[src/rtl/v_clkgate_ctrl.sv]
// Clock-enable controller for the vector coprocessor's gated functional units.
// Optional per-unit enabled-cycle statistics are built only when VCG_STATS_EN is defined.
module v_clkgate_ctrl #(
    parameter int NUM_UNITS   = 5,
    parameter int HOLD_CYCLES = 4,
    parameter int HOLD_W      = 4
) (
    input  logic                 clk,
    input  logic                 nrst,
    input  logic [NUM_UNITS-1:0] op_active,
    input  logic [NUM_UNITS-1:0] unit_done,
    input  logic                 force_on,
    output logic [NUM_UNITS-1:0] clk_en,
    output logic [NUM_UNITS-1:0] unit_busy,
    output logic                 all_idle,
    input  logic [3:0]           stat_sel,
    input  logic                 stat_clr,
    output logic [31:0]          stat_count
);

    typedef enum logic [1:0] {
        ST_OFF  = 2'd0,
        ST_ON   = 2'd1,
        ST_HOLD = 2'd2
    } state_t;

    localparam logic [HOLD_W-1:0] HOLD_LOAD = HOLD_W'(HOLD_CYCLES);
    localparam logic [HOLD_W-1:0] HCNT_ONE  = {{(HOLD_W-1){1'b0}}, 1'b1};

    state_t                 r_state      [NUM_UNITS];
    state_t                 w_state_nx   [NUM_UNITS];
    logic   [HOLD_W-1:0]    r_hcnt       [NUM_UNITS];
    logic   [HOLD_W-1:0]    w_hcnt_nx    [NUM_UNITS];
    logic   [NUM_UNITS-1:0] r_done_seen;
    logic   [NUM_UNITS-1:0] w_done_seen_nx;
    logic   [NUM_UNITS-1:0] w_busy;

    // Per-unit FSM state register; reset discards all in-flight state.
    always_ff @(posedge clk) begin
        if (!nrst) begin
            for (int i = 0; i < NUM_UNITS; i++) begin
                r_state[i] <= ST_OFF;
                r_hcnt[i]  <= '0;
            end
            r_done_seen <= '0;
        end else begin
            for (int i = 0; i < NUM_UNITS; i++) begin
                r_state[i] <= w_state_nx[i];
                r_hcnt[i]  <= w_hcnt_nx[i];
            end
            r_done_seen <= w_done_seen_nx;
        end
    end

    // Per-unit next-state logic: re-activation in HOLD wins over expiry.
    always_comb begin
        w_done_seen_nx = r_done_seen;
        for (int i = 0; i < NUM_UNITS; i++) begin
            w_state_nx[i] = r_state[i];
            w_hcnt_nx[i]  = r_hcnt[i];
            case (r_state[i])
                ST_OFF: begin
                    if (op_active[i]) begin
                        w_state_nx[i]     = ST_ON;
                        w_done_seen_nx[i] = 1'b0;
                    end else begin
                        w_state_nx[i] = ST_OFF;
                    end
                end
                ST_ON: begin
                    if (!op_active[i] && (r_done_seen[i] || unit_done[i])) begin
                        w_done_seen_nx[i] = 1'b0;
                        if (HOLD_CYCLES > 0) begin
                            w_state_nx[i] = ST_HOLD;
                            w_hcnt_nx[i]  = HOLD_LOAD;
                        end else begin
                            w_state_nx[i] = ST_OFF;
                            w_hcnt_nx[i]  = '0;
                        end
                    end else begin
                        w_done_seen_nx[i] = r_done_seen[i] | unit_done[i];
                    end
                end
                ST_HOLD: begin
                    if (op_active[i]) begin
                        w_state_nx[i]     = ST_ON;
                        w_done_seen_nx[i] = 1'b0;
                        w_hcnt_nx[i]      = '0;
                    end else if (r_hcnt[i] <= HCNT_ONE) begin
                        w_state_nx[i] = ST_OFF;
                        w_hcnt_nx[i]  = '0;
                    end else begin
                        w_hcnt_nx[i] = r_hcnt[i] - HCNT_ONE;
                    end
                end
                default: begin
                    w_state_nx[i]     = ST_OFF;
                    w_hcnt_nx[i]      = '0;
                    w_done_seen_nx[i] = 1'b0;
                end
            endcase
        end
    end

    // Busy flags decoded straight from state.
    always_comb begin
        w_busy = '0;
        for (int i = 0; i < NUM_UNITS; i++) begin
            w_busy[i] = (r_state[i] != ST_OFF);
        end
    end

    // Zero-latency CE: every term is clk-synchronous, safe for a sync-CE BUFGCE.
    assign clk_en    = w_busy | op_active | {NUM_UNITS{force_on}} | {NUM_UNITS{~nrst}};
    assign unit_busy = w_busy;
    assign all_idle  = ~(|w_busy) & ~(|op_active);

`ifdef VCG_STATS_EN
    logic [31:0] r_cnt [NUM_UNITS];
    logic [31:0] w_sel_cnt;
    logic [31:0] r_stat_count;

    // Saturating enabled-cycle counters; clear beats increment.
    always_ff @(posedge clk) begin
        if (!nrst) begin
            for (int i = 0; i < NUM_UNITS; i++) begin
                r_cnt[i] <= 32'd0;
            end
        end else if (stat_clr) begin
            for (int i = 0; i < NUM_UNITS; i++) begin
                r_cnt[i] <= 32'd0;
            end
        end else begin
            for (int i = 0; i < NUM_UNITS; i++) begin
                if (clk_en[i] && (r_cnt[i] != 32'hFFFF_FFFF)) begin
                    r_cnt[i] <= r_cnt[i] + 32'd1;
                end else begin
                    r_cnt[i] <= r_cnt[i];
                end
            end
        end
    end

    // Readback mux; out-of-range selects match no unit and read zero.
    always_comb begin
        w_sel_cnt = 32'd0;
        for (int i = 0; i < NUM_UNITS; i++) begin
            w_sel_cnt = w_sel_cnt | (r_cnt[i] & {32{stat_sel == 4'(i)}});
        end
    end

    // Registered readback port.
    always_ff @(posedge clk) begin
        if (!nrst) begin
            r_stat_count <= 32'd0;
        end else begin
            r_stat_count <= w_sel_cnt;
        end
    end

    assign stat_count = r_stat_count;
`else
    logic w_unused_stat;

    assign w_unused_stat = ^{stat_sel, stat_clr};
    assign stat_count    = 32'd0;
`endif

endmodule
[config.mk]
export PLATFORM = sky130hd
export DESIGN_NAME = v_clkgate_ctrl
export DESIGN_NICKNAME = d
export VERILOG_FILES = /design/src/rtl/v_clkgate_ctrl.sv
export SDC_FILE = /design/constraint.sdc
export NUM_CORES = 1
export LEC_CHECK = 0
export CAP_MARGIN = 40
export CELL_PAD_IN_SITES_DETAIL_PLACEMENT = 1
export CELL_PAD_IN_SITES_GLOBAL_PLACEMENT = 1
export CORE_UTILIZATION = 41
export DETAILED_ROUTE_END_ITERATION = 10
export PLACE_DENSITY_LB_ADDON = 0.1
export SLEW_MARGIN = 20
export SYNTH_ARGS = -nofsm -noshare
export SYNTH_HDL_FRONTEND = slang
export SYNTH_SLANG_ARGS = --single-unit
[constraint.sdc]
create_clock -name clk -period 3.4 [get_ports clk]
set_input_delay 1.02 -clock clk [delete_from_list [all_inputs] [get_ports clk]]
set_output_delay 1.02 -clock clk [all_outputs]
set_load 0.005 [all_outputs]
==> flow_summary.yaml, run 1 <==
detailed_routing:
  vias: 2167
  final_antenna_net_count: 0
  firstDrtPassIters: 4
  drt-vias-per-instance: 5.17
  wl_per_cell_um: 14.3
  drt-total-wl_mm: 5.99
  drc: 0
  drt_iter0_drc: 38
finish:
  area_growth_pct: 12.6
  antenna_cells: 0
  drive_gt1_frac: 0.111
  final_nets: 391
  final_area_um2: 3000
  fin_util: 0.475
synthesis:
  synth_cells: 309
  synthTopCellsByCount: "dfxtp_1 (35), buf_4 (32), nand2_1 (31), ha_1 (30), inv_1 (30)"
  synth_area_leaders: "dfxtp_1 (26%), ha_1 (14%), buf_4 (9.0%)"
  yosysWarnings: 0
  ys.flop_type: "dfxtp_1"
  avgSynthCellArea_um2: 8.63
  synth_seq_cells: 35
  syn_area_um2: 2670
  synth-edff-count: 0
  synthArstFlopShare: 0
  yosysMostFrequentCell: "dfxtp_1"
  yosysTopAreaCellShare: 0.263
  yosysSeqAreaShare: 0.263
  yosysTopAreaCell: "dfxtp_1"
  ys_types: 44
worst_setup_path:
  r2r_setup_slack_ns: 1.78
  r2r_cells: 6
  rr_endpoint: "r_hcnt[0][17]"
  crit_slowest_cell: "clkdlybuf4s50_1"
  crit_path_start_kind: "input port"
  critical_path_class: "input port to primary output"
  worstPathRequired_ns: 2.38
  crit_top_cell: "clkdlybuf4s50_1"
  cpPeakStageDelay_ns: 0.50
  worstPathCellList: "clkdlybuf4s50_1 -> nor2_1 -> buf_4 -> nand3_1 -> clkdlybuf4s50_1"
  regToRegStartpoint: "r_state[0][8]"
  arrival_ns: 2.28
  critPathMaxFanout: 3
  worst_setup_path_end_kind: "primary output"
worst_hold_path:
  whs_endpoint: "r_hcnt[0][1]"
  min-delay-path-class: "flip-flop to flip-flop"
  min-delay-start: "r_hcnt[0][1]"
  hold_depth: 2
sta:
  fmax_mhz: 303
  setup_viol: 0
  drv_slew: 0
  final-hold-violation-count: 0
  fin_skew_ns: 0.00467
  period_needed_ns: 3.30
  grt_setup_unrepaired: "no"
  min_period_over_period: 0.971
  fin_tns_setup_ns: 0
  fin_hold_ws_ns: 0.497
floorplanning:
  die_w_um: 82.6
  rows: 29
  core_um2: 6310
  die-area_um2: 6830
  die_h_um: 82.6
  start_util: 0.422
  ioPinCount: 61
clocking:
  cts_sinks: 35
  post_cts_buffers: 0
  ctsHoldBuffers: 0
  numCtsBuffers: 5
  cts_buffer_depth: 2
  htreeDepth: 2
  clock_latency_ns: 0.29
  cts.clk_slew.worst_paths_ns: 0.07
  cts_tree: "yes"
  clock-root-buffer: "clkbuf_8"
global_routing:
  antenna_found_initial: 0
  grt_pass1_wl_mm: 9.49
  overflow: 0
  grt_max_degree: 47
  grtUsageTotal: 0.182
  grt_pass1_vias: 2057
run:
  cap_violations: 0
placement:
  port_buffers: 23
  dp_hpwl_mm: 4.55
  place_congestion: 0.782
  placement.cell_area_um2: 2930
status:
  outcome: "complete, no violations"
power:
  leakage_nw: 1.30
  peakVddDrop_mv: 0.145
  power.density_nw_per_um2: 301
==> layout make-up <==
cell class	instances	area, um2
fill	753	3310
multi-input combinational	236	1710
sequential	35	701
timing repair buffer	34	307
inverter	31	116
tap	77	96.3
clock buffer	6	72.6
==> logic make-up after synthesis <==
kind of cell	Yosys count	synth area share
other cells	1	0.00141
mux	7	0.0263
simple gates	91	0.173
buf+inv	69	0.143
compound gates	76	0.253
flops	35	0.263
fa+ha+maj	30	0.141
==> cell usage in the layout (no fill, tap or decap), types with 4 or more instances in the layout <==
cell type	count
inv_1	30
nand3_1	11
o21bai_4	4
buf_4	11
o21ai_0	14
or3_1	4
dlygate4sd2_1	5
a21oi_1	11
o211ai_1	4
o22ai_1	4
clkbuf_8	5
nor2_1	12
conb_1	32
nand4_1	5
nand2_1	31
mux2i_1	7
ha_1	30
a21oi_4	5
clkdlybuf4s50_1	18
o211a_1	5
dfxtp_1	35
nand3b_1	6
or4_1	4
o32ai_1	8
==> sequential cells by signal, indices dropped and copies added (netlist names) <==
signal	count
r_hcnt	20
r_done_seen	5
r_state	10
==> what timing repair did <==
action,CTS,global route
endpoints found under the setup margin,4,0
gates resized for setup,7,0
endpoints found under the hold margin,0,0
==> routing by layer <==
metal  part of all wire  global-route usage
met1               0.48               0.226
met2               0.48               0.323
met3              0.038              0.0374
met4             0.0085              0.0362
met5                  0                   0
==> worst max-delay path by stage <==
stage / from / end / slack, ns / cells after the start
after global placement: op_active[4] / all_idle / -0.28 / 5
after detailed placement: op_active[4] / all_idle / -0.28 / 5
final: force_on / clk_en[0] / 0.1 / 5
after global routing: force_on / clk_en[0] / 0.04 / 5
after floorplan: nrst / clk_en[0] / 0.75 / 4
after CTS: force_on / clk_en[0] / 0.08 / 5
==> per-stage QoR <==
| step | cells | worst slack (ns) | total power, mW |
|---|---|---|---|
| 3_3_place_gp | 413 | -0.276 | 0.621 |
| 6_report | 419 | 0.0986 | 0.903 |
| 4_1_cts | 419 | 0.0802 | 0.913 |
| 3_5_place_dp | 413 | -0.278 | 0.624 |
| 5_1_grt | 419 | 0.0408 | 0.956 |
| 2_1_floorplan | 340 | 0.752 | 0.575 |
==> power by group <==
part	total (mW)	internal [mW]	switching, mW
Sequential	0.428	0.419	0.00981
Combinational	0.186	0.0798	0.106
Clock	0.289	0.137	0.152
Total	0.903	0.635	0.268
==> critical path, delay by kind of cell <==
kind	cells	cell delay, ns
buffers and inverters	3	1.14
and+or+nand+nor	2	0.12
Power figures use the tool's default switching activity.
==> run 2: changes to the inputs <==
MAX_ROUTING_LAYER = met4   (was default)
==> run 2 against run 1 <==
  * Utilization is the same
  * Critical path depth unchanged
  * Routed wire length grew 0.27%
  * Critical path type unchanged
  * Highest routed layer unchanged
==> flow_summary.yaml, run 2 (synthesis gave the netlist of run 1 again) <==
status:
  outcome: "complete, no violations"
clocking:
  cts_sinks: 35
  cts_tree: "yes"
  cts.clk_slew.worst_paths_ns: 0.07
  clock_latency_ns: 0.29
  htreeDepth: 2
  clock-root-buffer: "clkbuf_8"
  cts_buffer_depth: 2
  numCtsBuffers: 5
  ctsHoldBuffers: 0
placement:
  port_buffers: 23
  preCtsSetupSlack_ns: -0.278
  dp.cells: 413
  place_congestion: 0.793
  dp_hpwl_mm: 4.55
power:
  peakVddDrop_mv: 0.146
  power.density_nw_per_um2: 301
  leakage_nw: 1.30
finish:
  top_register: "r_hcnt"
  area_growth_pct: 12.6
  drive_gt1_frac: 0.111
  antenna_cells: 0
  reg.largest.list: "r_hcnt: 20 flops, r_state: 10 flops, r_done_seen: 5 flops"
  largest_register_ffs: 20
  final_cell_mix: "dfxtp_1 (35), conb_1 (32), nand2_1 (31), inv_1 (30), ha_1 (30)"
  final_common_cell: "dfxtp_1"
  fin_util: 0.475
  fin_cells: 419
  final_nets: 391
worst_hold_path:
  min-delay-path-class: "flip-flop to flip-flop"
  min-delay-start: "r_hcnt[0][1]"
global_routing:
  grtUsageTotal: 0.187
  overflow: 0
  grt_pass1_wl_mm: 9.49
  busiest_layer: "met2"
  grt_pass1_vias: 2058
  grt_max_degree: 47
  met2_usage: 0.323
  grt_use_met3: 0.0374
  antenna_found_initial: 0
  use_met1: 0.226
worst_setup_path:
  worst_setup_path_end_kind: "primary output"
  crit_path_start_kind: "input port"
  critPathLaunch: "force_on"
  arrival_ns: 2.28
  critical_path_class: "input port to primary output"
  r2r_setup_slack_ns: 1.78
  worstPathRequired_ns: 2.38
  critPathMaxFanout: 3
  regToRegStartpoint: "r_state[0][8]"
detailed_routing:
  firstDrtPassIters: 4
  drt_iter0_drc: 47
  drc: 0
  vias: 2174
  final_antenna_net_count: 0
  drt-total-wl_mm: 6.01
  wl_per_cell_um: 14.3
  drt-vias-per-instance: 5.19
sta:
  drv_slew: 0
  grt_setup_unrepaired: "no"
  worst_slack_ns: 0.0974
  period_needed_ns: 3.30
  min_period_over_period: 0.971
  fin_tns_setup_ns: 0
  setup_viol: 0
  fmax_mhz: 303
  final-hold-violation-count: 0
  fin_skew_ns: 0.00425
run:
  cap_violations: 0
floorplanning:
  start_util: 0.422
  core_um2: 6310
  die_h_um: 82.6
  ioPinCount: 61
  die-area_um2: 6830
  die_w_um: 82.6
  rows: 29
run 2: cell type report:
cell class,instances,area [um2]
Fill cell,753,3310
Clock buffer,6,72.6
Inverter,31,116
Tap cell,77,96.3
Sequential cell,35,701
Multi-Input combinational cell,236,1710
Timing Repair Buffer,34,307
run 2: worst max-delay path: stages:
cell,delay (ns)
clkdlybuf4s50_1,0.50
nor2_1,0.05
buf_4,0.14
nand3_1,0.07
clkdlybuf4s50_1,0.50
run 2: final timing paths:
check                  endpoint  depth (start not counted)
setup / recovery      clk_en[0]                          5
hold / removal     r_hcnt[0][1]                          2
setup reg to reg  r_hcnt[0][17]                          6
hold reg to reg    r_hcnt[0][1]                          2
run 2: per-stage QoR:
stage                     hold slack, ns  cell area, um2  power (mW)
after detailed placement           0.491            2930       0.624
after floorplan                    0.457            2780       0.575
final                              0.497            3000       0.903
after global placement             0.479            2930       0.621
after CTS                          0.501            3000       0.913
after global routing               0.532            3000       0.956
run 2: repair_timing:
| action | 4_1_cts | 5_1_grt |
|---|---|---|
| buffers inserted | 0 | 0 |
| gates resized for setup | 7 | 0 |
| setup endpoints to repair | 4 | 0 |
| hold endpoints to repair | 0 | 0 |
run 2: routing by layer:
layer / up-vias / routed length (um)
met5: - / 0
met4: 0 / 45
met3: 4 / 227
met2: 50 / 2870
met1: 1024 / 2870
li1: 1096 / -
run 2: power breakdown:
part / total (mW) / switching, mW / internal, mW
sequential: 0.428 / 0.00988 / 0.419
combinational: 0.186 / 0.106 / 0.0798
clock: 0.289 / 0.152 / 0.137
total: 0.903 / 0.268 / 0.635
